[config.mk]
export PLATFORM = sky130hd
export DESIGN_NAME = id_queue
export DESIGN_NICKNAME = d
export VERILOG_FILES = /design/src/rtl/id_queue_pkg.sv /design/src/rtl/id_queue_ram.sv /design/src/rtl/id_queue.sv
export SDC_FILE = /design/constraint.sdc
export NUM_CORES = 1
export LEC_CHECK = 0
export CAP_MARGIN = 20
export CORE_MARGIN = 2
export CORE_UTILIZATION = 55
export CTS_CLUSTER_DIAMETER = 100
export CTS_CLUSTER_SIZE = 40
export DETAILED_ROUTE_END_ITERATION = 12
export DONT_BUFFER_PORTS = 1
export PLACE_DENSITY = 0.7
export SYNTH_ARGS = -nofsm -noshare
export SYNTH_HDL_FRONTEND = slang
export SYNTH_SLANG_ARGS = --single-unit
[constraint.sdc]
create_clock -name CLK -period 26.9 [get_ports CLK]
set_clock_uncertainty 0.15 [all_clocks]
set_input_delay 2.69 -clock CLK [delete_from_list [all_inputs] [get_ports CLK]]
set_output_delay 2.69 -clock CLK [all_outputs]
set_load 0.005 [all_outputs]
[src/rtl/id_queue_pkg.sv]
// rtl/id_queue_pkg.sv - shared decode-entry width and field slice constants for IF, id_queue and ID
package id_queue_pkg;

    localparam int DECODE_ENTRY_SIZE = 96;

    localparam int ENT_CIA_HI   = 95;
    localparam int ENT_CIA_LO   = 64;
    localparam int ENT_PCA_HI   = 63;
    localparam int ENT_PCA_LO   = 32;
    localparam int ENT_INSTR_HI = 31;
    localparam int ENT_INSTR_LO = 0;

endpackage

[src/rtl/id_queue_ram.sv]
// rtl/id_queue_ram.sv - entry storage, one synchronous write port and one asynchronous read port
module id_queue_ram #(
    parameter int DEPTH = 8,
    parameter int WIDTH = 96
) (
    input  logic                     CLK,
    input  logic                     we,
    input  logic [$clog2(DEPTH)-1:0] waddr,
    input  logic [WIDTH-1:0]         wdata,
    input  logic [$clog2(DEPTH)-1:0] raddr,
    output logic [WIDTH-1:0]         rdata
);

    logic [WIDTH-1:0] mem [DEPTH];

    // Storage is never reset; the control logic decides which slots are live.
    always_ff @(posedge CLK) begin
        if (we) begin
            mem[waddr] <= wdata;
        end
    end

    assign rdata = mem[raddr];

endmodule

[src/rtl/id_queue.sv]
// rtl/id_queue.sv - first-word-fall-through decode queue between fetch and decode
module id_queue
    import id_queue_pkg::*;
#(
    parameter int DEPTH       = 8,
    parameter int AFULL_LEVEL = 6
) (
    input  logic                          CLK,
    input  logic                          RESET,
    input  logic                          flush_fCOM,
    input  logic                          mispredict,
    input  logic                          do_write_IDQUEUE,
    input  logic [DECODE_ENTRY_SIZE-1:0]  decode_entry,
    input  logic                          do_read_IDQUEUE,
    output logic [DECODE_ENTRY_SIZE-1:0]  entry_out,
    output logic                          valid_out,
    output logic                          full_IDQUEUE,
    output logic                          almost_full_IDQUEUE,
    output logic [$clog2(DEPTH):0]        count_IDQUEUE
);

    localparam int PTR_W = $clog2(DEPTH);
    localparam int CNT_W = PTR_W + 1;

    localparam logic [PTR_W-1:0] PTR_ONE   = PTR_W'(1);
    localparam logic [CNT_W-1:0] CNT_ONE   = CNT_W'(1);
    localparam logic [CNT_W-1:0] CNT_FULL  = CNT_W'(DEPTH);
    localparam logic [CNT_W-1:0] CNT_AFULL = CNT_W'(AFULL_LEVEL);

    logic [PTR_W-1:0]             wr_ptr;
    logic [PTR_W-1:0]             rd_ptr;
    logic [CNT_W-1:0]             count;
    logic [DECODE_ENTRY_SIZE-1:0] head_entry;

    logic clear;
    logic empty;
    logic full;
    logic rd_acc;
    logic wr_acc;

    // A flush or mispredict wins over everything else in the same cycle.
    assign clear  = flush_fCOM | mispredict;
    assign empty  = (count == '0);
    assign full   = (count == CNT_FULL);
    assign rd_acc = do_read_IDQUEUE & ~empty & ~clear;
    // A full queue still takes a write when the head leaves in the same cycle.
    assign wr_acc = do_write_IDQUEUE & (~full | rd_acc) & ~clear;

    id_queue_ram #(
        .DEPTH (DEPTH),
        .WIDTH (DECODE_ENTRY_SIZE)
    ) u_ram (
        .CLK   (CLK),
        .we    (wr_acc),
        .waddr (wr_ptr),
        .wdata (decode_entry),
        .raddr (rd_ptr),
        .rdata (head_entry)
    );

    // Pointer and occupancy update; pointers wrap naturally at DEPTH.
    always_ff @(posedge CLK or negedge RESET) begin
        if (!RESET) begin
            wr_ptr <= '0;
            rd_ptr <= '0;
            count  <= '0;
        end else if (clear) begin
            wr_ptr <= '0;
            rd_ptr <= '0;
            count  <= '0;
        end else begin
            if (wr_acc) begin
                wr_ptr <= wr_ptr + PTR_ONE;
            end
            if (rd_acc) begin
                rd_ptr <= rd_ptr + PTR_ONE;
            end
            case ({wr_acc, rd_acc})
                2'b10:   count <= count + CNT_ONE;
                2'b01:   count <= count - CNT_ONE;
                default: count <= count;
            endcase
        end
    end

    // Outputs depend only on state, so an async reset zeroes them at once.
    always_comb begin
        entry_out           = '0;
        valid_out           = ~empty;
        full_IDQUEUE        = full;
        almost_full_IDQUEUE = (count >= CNT_AFULL);
        count_IDQUEUE       = count;
        if (!empty) begin
            entry_out = head_entry;
        end
    end

endmodule
==> results by group <==
Pwr
  • Pwr per Cell Area: 60.4 nW/um2
  • Worst vdd ir: between 0.00005 and 0.00006 V
  • Switching share of power: approximately a fifth
  • Internal power: 1.54 mW
  • Sequential fraction of design power: 70.7%
  • Total power: between 1.5 and 2 mW
  • Clock power frac: 27.2%
  • Net load switching power: between 0.3 and 0.4 mW
  • Combinational Power Share: about 2.1%
  • Pleak: 9.06 nW

Synth
  • Sequential share of the synthesized area: about four fifths
  • Top cell type by total area after synthesis: edfxtp_1
  • Syn Area/Cell: ~23 um2
  • Main area contributors after synthesis: edfxtp_1 (78%), mux4_2 (15%), mux2i_1 (3.3%)
  • Mapped cell area: a little under 30000 um2
  • Library cells used by synthesis: 38
  • Net Count, Synth: about 1400
  • Ys Warns: 0
  • Synthesized instance count: ~1300
  • Synthesized flop and latch total: around 780
  • Synth top area share: about 78%

STA
  • FMAX: around 0.14 GHz
  • RSZ-0062 raised after global routing: false
  • Slew HR: between 20% and 30%
  • Setup TNS: 0 ns
  • Max Slew Vio Count: 0
  • Hold Vio Cnt, Final: 0
  • Final min period: 7.28 ns
  • Worst Max-Slew Pin Slew: 1.13 ns
  • Fin crit share: 27.1%
  • # setup viols final: 0

Clock network
  • Total CTS buffers: 24
  • CTS tree: done
  • Htree depth: 1
  • CTS sink count: a little under 800
  • Worst skew pair latency: around 0.6 ns
  • Post-cts sizing count: 0
  • CTS Hold Bufs: 0
  • CTS max path bufs: 3
  • Setup Buffers After CTS: 0
  • CTS root buf: clkbuf_16
  • Clk slew on worst S/H paths: approximately 0.13 ns

Worst setup path
  • Required @ worst endpoint: between 20 and 25 ns
  • Critical-path top delay cell: dfrtp_4
  • Critical-path cell list: buf_4 > buf_4 > mux4_2 > mux2i_1 > nor2_1
  • Top Family by Delay on Critical Path: buffers and inverters
  • WP data arrival: roughly 4.4 ns
  • Setup CP Type: reg -> out
  • Startpoint Class: flip-flop
  • Worst setup EP type: output port
  • Cell repeated most along the worst path: buf_4
  • Slowest stage delay, CP: 1.11 ns
  • Crit path buf inv count: 2
  • Critical path peak fanout: 72

Die
  • Die X-Extent: between 200 and 250 um
  • Die height: ~240 um
  • Starting Density: between 50% and 60%
  • # rows: 85
  • Core Box Area: roughly 54000 um2
  • Die area: approximately 56000 um2
  • # IOs: 205

Global routing
  • First-pass GRT wire length: 84500 um
  • GR Util All Layers: around a fifth
  • Largest net degree at the start of global routing: between 70 and 80
  • Initial antenna violation count: 0
  • Overflow after GRT: 0
  • Number of global-route vias before repair: roughly 13000

Routing
  • DR iter-0 viols: about 900
  • Total routed wirelength: about 57000 um
  • Drc violations: 0
  • Drt first pass iters: 4
  • Routed length per placed instance: between 20 and 30 um
  • Via count: ~12000
  • Post-route ant nets: 0
  • Vias/cell: 6.23

Layout
  • Fin nets: between 1000 and 1500
  • Layout area overhead: 5.45%
  • Share of cells above drive strength 1: 20.8%
  • Commonest non-fill, non-tap cell in the layout: edfxtp_1
  • Most frequent cells in the layout: edfxtp_1 (768), mux4_2 (192), nor2_1 (107), mux2i_1 (98)
  • Fillers: 3767
  • Number of antenna diodes: 0

Hold path
  • HP Class: reg -> reg

Run status
  • Status: finished, final reports clean

Flow run
  • MaxCap Viol Count: 0

Place
  • RePlAce Congestion: between 0.7 and 0.8
  • Dpl hpwl: approximately 31000 um
  • Port-buffer cells: 0
-- per-layer routing --
layer | part of all wire [%] | wire [um] | GRT usage, % | vias to the layer above
met4 | 1.2 | 686 | 2.63 | 0
met5 | 0 | 0 | 0 | -
met1 | 40 | 22700 | 26.6 | 6791
met3 | 4.9 | 2790 | 3.68 | 34
met2 | 54 | 30500 | 36.5 | 262
li1 | - | - | - | 5325
-- state kept, by name (all words and copies together) (netlist names) --
register / count
u_ram.mem: 768
rd_ptr: 3
wr_ptr: 3
count_IDQUEUE: 4
-- worst paths after layout --
path	from	to	slack [ns]	depth (start not counted)
setup / recovery	rd_ptr[1]	entry_out[85]	19.62	5
hold / removal	wr_ptr[0]	wr_ptr[0]	0.49	2
setup reg to reg	count_IDQUEUE[1]	count_IDQUEUE[3]	23.21	9
hold reg to reg	wr_ptr[0]	wr_ptr[0]	0.49	2
max in group asynchronous	RESET	rd_ptr[1]	24.91	0
min in group asynchronous	RESET	count_IDQUEUE[1]	1.61	0
-- worst register-to-register path: stages, from the launching register on --
cell and delay (ns):
dfrtp_1 0.57, nor4_4 0.34, buf_4 0.46, buf_4 0.82
nor2_1 0.21, ha_1 0.37, o21a_1 0.13, o211ai_1 0.22
a31oi_1 0.12, a41o_1 0.22
-- layout make-up --
class,count,area [um2],share of cell area [%]
flip-flops and latches,778,23300,74.4
inverters,2,7.51,0.0239
repair buffers,29,278,0.885
clock inverters,6,67.6,0.215
well taps,696,871,2.78
multi-input cells,449,6150,19.6
clock buffers,31,669,2.13
-- cells in the mapped netlist, drive strengths merged --
library cell / n
edfxtp: 768
mux4: 192
nor2: 113
mux2i: 98
buf: 54
clkbuf: 15
dfrtp: 10
nand2: 6
xor2: 6
ha: 4
nor3: 3
a21oi: 2
a31oi: 2
inv: 2
nand2b: 2
nand3: 2
o211ai: 2
o21ai: 2
or4b: 2
xnor2: 2
a211oi: 1
a21o: 1
a41o: 1
nor4: 1
nor4b: 1
o2111ai: 1
o21a: 1
o22ai: 1
o311a: 1
or2: 1
or3: 1
-- per-stage QoR --
stage,hold slack (ns),area (um2),utilization [%],setup slack (ns),instances
floorplan,0.395,29700,-,16.01,1298
global placement,0.430,30500,57.0,20.14,1951
detailed placement,0.461,30500,57.0,20.21,1951
CTS,0.496,31300,58.4,19.52,1988
global route,0.537,31400,58.5,19.38,1991
finish,0.492,31400,58.5,19.62,1991
-- power groups by stage --
stage                     logic [mW]  clock network, mW  registers (mW)
final                         0.0404              0.515            1.34
after global routing          0.0442              0.566            1.34
after CTS                     0.0420              0.531            1.34
after detailed placement      0.0419                  0            1.37
after global placement        0.0414                  0            1.37
after floorplan               0.0316                  0            1.37
-- kinds of logic after synthesis --
family                     count (synthesis)  synth area share, %
DFF                                      778                 78.4
muxes                                    290                 17.8
and+or+nand+nor                          132                 1.85
buffers and inverters                     71                 1.14
AOI/OAI and AO/OA                         15                0.408
xor gates and xnor gates                   8                0.236
adders and majority gates                  4                0.168
(Power assumes the default switching activity.)
